[config.mk]
export PLATFORM = sky130hd
export DESIGN_NAME = branch_target_buffer
export DESIGN_NICKNAME = d
export VERILOG_FILES = /design/src/rtl/branch_target_buffer.sv
export SDC_FILE = /design/constraint.sdc
export NUM_CORES = 1
export LEC_CHECK = 0
export ABC_AREA = 1
export CAP_MARGIN = 15
export CELL_PAD_IN_SITES_DETAIL_PLACEMENT = 1
export CELL_PAD_IN_SITES_GLOBAL_PLACEMENT = 1
export CORE_ASPECT_RATIO = 0.7
export CORE_UTILIZATION = 46
export CTS_CLUSTER_DIAMETER = 150
export DETAILED_ROUTE_END_ITERATION = 8
export GPL_TIMING_DRIVEN = 0
export PLACE_DENSITY = 0.95
export SETUP_SLACK_MARGIN = 0.3
export SYNTH_ARGS = -nofsm -noshare
export SYNTH_HDL_FRONTEND = slang
export SYNTH_SLANG_ARGS = --single-unit
[constraint.sdc]
create_clock -name CLK -period 5.6 [get_ports CLK]
set_clock_uncertainty 0.1 [all_clocks]
set_input_delay 0.56 -clock CLK [delete_from_list [all_inputs] [get_ports CLK]]
set_output_delay 0.56 -clock CLK [all_outputs]
set_load 0.02 [all_outputs]
[src/rtl/branch_target_buffer.sv]
// Direct-mapped branch target buffer with 2-bit saturating direction counters.
// Lookup is purely combinational on lk_pc; updates from the mem stage land on
// the rising edge of CLK. No write-through: a same-cycle lookup sees the
// pre-edge contents of the entry.
module branch_target_buffer #(
  parameter int ENTRIES = 4
) (
  input  logic        CLK,
  input  logic        nRST,
  input  logic [31:0] lk_pc,
  output logic        pred_taken,
  output logic [31:0] pred_target,
  output logic [1:0]  pred_index,
  input  logic        upd_en,
  input  logic [1:0]  upd_index,
  input  logic [31:0] upd_pc,
  input  logic        upd_taken,
  input  logic [31:0] upd_target,
  input  logic        flush_all
);

  // Counter encoding: 00 strong-NT, 01 weak-NT, 10 weak-T, 11 strong-T.
  localparam logic [1:0] CTR_RESET = 2'b01;
  localparam logic [1:0] CTR_ALLOC = 2'b10;

  logic [ENTRIES-1:0]        valid_q, valid_d;
  logic [ENTRIES-1:0][27:0]  tag_q, tag_d;
  logic [ENTRIES-1:0][31:0]  target_q, target_d;
  logic [ENTRIES-1:0][1:0]   ctr_q, ctr_d;

  logic lk_hit;
  logic upd_hit;

  // The low PC bits never take part in indexing or tagging.
  logic unused_pc_bits;
  assign unused_pc_bits = ^{lk_pc[1:0], upd_pc[3:0]};

  // Combinational lookup into the entry selected by lk_pc[3:2].
  always_comb begin
    pred_index  = lk_pc[3:2];
    lk_hit      = valid_q[lk_pc[3:2]] && (tag_q[lk_pc[3:2]] == lk_pc[31:4]);
    pred_taken  = lk_hit && ctr_q[lk_pc[3:2]][1];
    pred_target = pred_taken ? target_q[lk_pc[3:2]] : (lk_pc + 32'd4);
  end

  // Next-state for the table: flush wins over update; a not-taken miss is a no-op.
  // upd_index is trusted as delivered by the pipeline, not rederived from upd_pc.
  always_comb begin
    valid_d  = valid_q;
    tag_d    = tag_q;
    target_d = target_q;
    ctr_d    = ctr_q;
    upd_hit  = valid_q[upd_index] && (tag_q[upd_index] == upd_pc[31:4]);
    if (flush_all) begin
      valid_d = '0;
    end else if (upd_en) begin
      if (upd_hit) begin
        if (upd_taken) begin
          if (ctr_q[upd_index] != 2'b11) ctr_d[upd_index] = ctr_q[upd_index] + 2'b01;
          target_d[upd_index] = upd_target;
        end else begin
          if (ctr_q[upd_index] != 2'b00) ctr_d[upd_index] = ctr_q[upd_index] - 2'b01;
        end
      end else if (upd_taken) begin
        valid_d[upd_index]  = 1'b1;
        tag_d[upd_index]    = upd_pc[31:4];
        target_d[upd_index] = upd_target;
        ctr_d[upd_index]    = CTR_ALLOC;
      end
    end
  end

  // Table registers; asynchronous reset drops any in-flight write.
  always_ff @(posedge CLK or negedge nRST) begin
    if (!nRST) begin
      valid_q  <= '0;
      tag_q    <= '0;
      target_q <= '0;
      ctr_q    <= {ENTRIES{CTR_RESET}};
    end else begin
      valid_q  <= valid_d;
      tag_q    <= tag_d;
      target_q <= target_d;
      ctr_q    <= ctr_d;
    end
  end

endmodule

==> metrics.md <==
| Metric | Value |
|---|---|
| Initial DRT Pass Iterations | `5` |
| Crit-path slowest cell | `clkdlybuf4s50_1` |
| F_max | `193 MHz` |
| CTS sink cnt | `252` |
| Full die area | `0.0328 sq mm` |
| Max stage delay on crit path | `0.67 ns` |
| Share of cells above drive strength 1 | `7.26%` |
| Synth cell types | `39` |
| Yosys reg bits | `252` |
| Pwr per Cell Area | `331 mW/mm^2` |
| CTS tree | `built` |
| Async SR Flop Fraction | `100%` |
| Post-synth EDFFs | `0` |
| Total chip power | `5.81 mW` |
| Drt via density | `6.18` |
| Syn-to-layout area delta | `19.1%` |
| DP HPWL | `50.9 mm` |
| DR WL met3 | `8.48 mm` |
| Measured slew at the worst slew-check pin | `0.849 ns` |
| Cells after Synth | `2089` |
| CP delay by family, top | `buffers and inverters` |
| Crit path to | `pred_target[2]` |
| Commonest non-fill, non-tap cell in the layout | `nand2_1` |
| Max Buffers Root-to-Sink | `3` |
| Total number of H-tree levels | `1` |
| Ys Warns | `0` |
| WL met2 | `28.7 mm` |
| Syn_nets | `2195` |
| Post-route clock period utilization | `92.6%` |
| Remaining Overflow, GRT | `0` |
| Worst setup startpoint | `lk_pc[3]` |
| Crit path buffers/inverters | `6` |
| RSZ-0062 raised after global routing | `false` |
| Die height | `152 microns` |
| Reg2reg start | `tag_q[78]$_DFFE_PN0P_` |
| R2R Path End | `tag_q[26]$_DFFE_PN0P_` |
| Die Wd | `216 microns` |
| Outcome | `finished clean` |
| CP endpoint kind | `primary output` |
| Final ANT Viol Nets | `0` |
| Metal-1 WL | `29.6 mm` |
| Max-cap viol count | `0` |
| Min cycle time layout | `5.19 ns` |
| Lkg Pwr | `8.68 nW` |
| Clock slew at reported path FFs | `0.07 ns` |
| # port buffers | `131` |
| WHS | `0.371 ns` |
| Seq/Total Area, Yosys | `42.8%` |
| Initial core utilization | `47.0%` |
| Cell Chain, Critical Path | `clkdlybuf4s50_1 -> buf_4 -> inv_2 -> buf_2 -> nand3_1 -> nand3_1 -> nand2_1 -> nor2_1 -> nand4_1 -> nor2_1 -> nand2_1 -> clkbuf_1 -> o21ai_0 -> clkdlybuf4s50_1` |
| Largest net degree at the start of global routing | `114` |
| Drt total wl | `69.0 mm` |
| TritonCTS Buffers | `27` |
| Setup Buffers After CTS | `0` |
| Main synth FF type | `dfrtp_1` |
| Num rows | `54` |
| Drt drc | `0` |
| Clk_lat worst skew | `0.58 ns` |
| WL/cell | `25.6 microns` |
| Max-slew violation count | `0` |
| Nets@finish | `2358` |
| Uppermost layer routed | `met4` |
| Most frequent cells in the layout | `nand2_1 (874), dfrtp_1 (248), o21ai_0 (215), inv_1 (150), clkdlybuf4s50_1 (130)` |
| Vias in the first global route | `16700` |
| Antenna violations before repair | `0` |
| Final setup viols | `0` |
| Slew HR | `43.4%` |
| I/O pin total | `138` |
| DR iter-0 viols | `2001` |
| Via count | `16600` |
| Req. time, crit path | `4.94 ns` |
| Worst-path fanout max | `10` |
| Maximum vdd drop | `0.214 mV` |
| Core Area | `0.0314 sq mm` |
| Average cell area after synthesis | `7.06 sq um` |
| CTS root buf | `clkbuf_16` |
| Setup Crit Path Kind | `input port to primary output` |
| Worst min path class | `flop to flop` |
| Gr usage total | `41.9%` |
| Final hold viol count | `0` |
| Synth Cell Area | `0.0147 sq mm` |
| Worst EP arrival | `4.53 ns` |
| Critical Path Source Type | `input port` |
| Reg2reg path depth | `15` |
| RD Place Congestion | `1.07` |
| WP depth | `14` |
| Reg2Reg Setup Slack | `2.69 ns` |
| First-pass GRT wire length | `102 mm` |
## per-layer routing
metal / up-vias / global-route usage, %
met3: 188 / 13.7
met5: - / 0
met1: 8352 / 58.2
li1: 7074 / -
met2: 1018 / 61.3
met4: 0 / 14.0
## tightest hold or removal path: cells and delay by family, from the launching register on
kind | cells | cell delay, ns
AND/OR/NAND/NOR | 2 | 0.10
flip-flops | 1 | 0.37
## Yosys cell counts (7+ instances only)
library cell  number  area share [%]
a21oi_1           44             1.5
a32o_1            25             1.7
buf_2             29            0.98
buf_4             10            0.51
buf_6             24             1.8
clkbuf_1          47             1.2
dfrtp_1          248              42
inv_1            150             3.8
nand2_1          874              22
nand3_1          106             3.6
nand3b_1           7            0.36
nand4_1           30             1.3
nor2_1            66             1.7
nor2_2             7            0.30
nor3_1            12            0.41
o21ai_0          215             7.3
o21ai_1           90             3.1
o21ai_2           17             1.0
o22ai_1            8            0.34
xor2_1            26             1.5
## registers in the layout (all words and copies together), names as in the netlist
name	cells
ctr_q	8
tag_q	112
target_q	128
valid_q	4
## cell type report
type                    instances  area [sq um]
fillers                      4088         13800
multi-input cells            1564          7140
flip-flops and latches        252          6310
repair buffers                134          1380
clock buffers                  37           733
plain buffers                 116           696
inverters                     157           592
well taps                     420           526
clock inverters                12           166
diodes                          1          2.50
## stage by stage
step / setup TNS, ns / instance area (sq um) / setup slack (ns) / util, % / cells
after CTS: 0 / 17500 / 0.642 / 56.0 / 2692
final: 0 / 17500 / 0.413 / 56.0 / 2693
after global routing: 0 / 17500 / 0.413 / 56.0 / 2692
after detailed placement: 0 / 16600 / 0.381 / 53.1 / 2642
after global placement: -1745.03 / 16600 / -7.02 / 52.9 / 2640
after floorplan: 0 / 14700 / 2.57 / - / 2089
## worst min path at each step
stage	startpoint	to	slack, ns	cells after the start
after CTS	ctr_q[4]$_DFFE_PN1P_	ctr_q[4]$_DFFE_PN1P_	0.37	2
after global placement	ctr_q[4]$_DFFE_PN1P_	ctr_q[4]$_DFFE_PN1P_	0.35	2
after detailed placement	ctr_q[4]$_DFFE_PN1P_	ctr_q[4]$_DFFE_PN1P_	0.36	2
final	ctr_q[4]$_DFFE_PN1P_	ctr_q[4]$_DFFE_PN1P_	0.37	2
after floorplan	nRST	ctr_q[1]$_DFFE_PN0P_	0.16	0
after global routing	ctr_q[4]$_DFFE_PN1P_	ctr_q[4]$_DFFE_PN1P_	0.39	2
## cells by family (layout without fill, tap and decap cells)
group           count (synthesis)  count (layout)  share of synthesized area (%)
compound gates                406             406                           15.3
xor+xnor                       32              32                           1.90
fa+ha+maj                       3               3                          0.255
buf+inv                       273             456                           8.73
flops                         252             252                           42.8
other cells                     0               1                              0
simple gates                 1123            1123                           31.0
## where the power goes
| part | total (mW) | switching, mW | leakage, nW | internal (mW) |
|---|---|---|---|---|
| Combinational | 1.43 | 0.928 | 5.05 | 0.499 |
| Clock | 1.92 | 0.822 | 0.441 | 1.10 |
| Sequential | 2.46 | 0.275 | 3.19 | 2.19 |
## timing repair
action / CTS / global route
hold buffers: 1 / 0
setup endpoints to repair: 1 / 0
endpoints found under the hold margin: 60 / 0
gates resized for setup: 1 / 0
No activity file was read; power rests on OpenSTA's default activity.
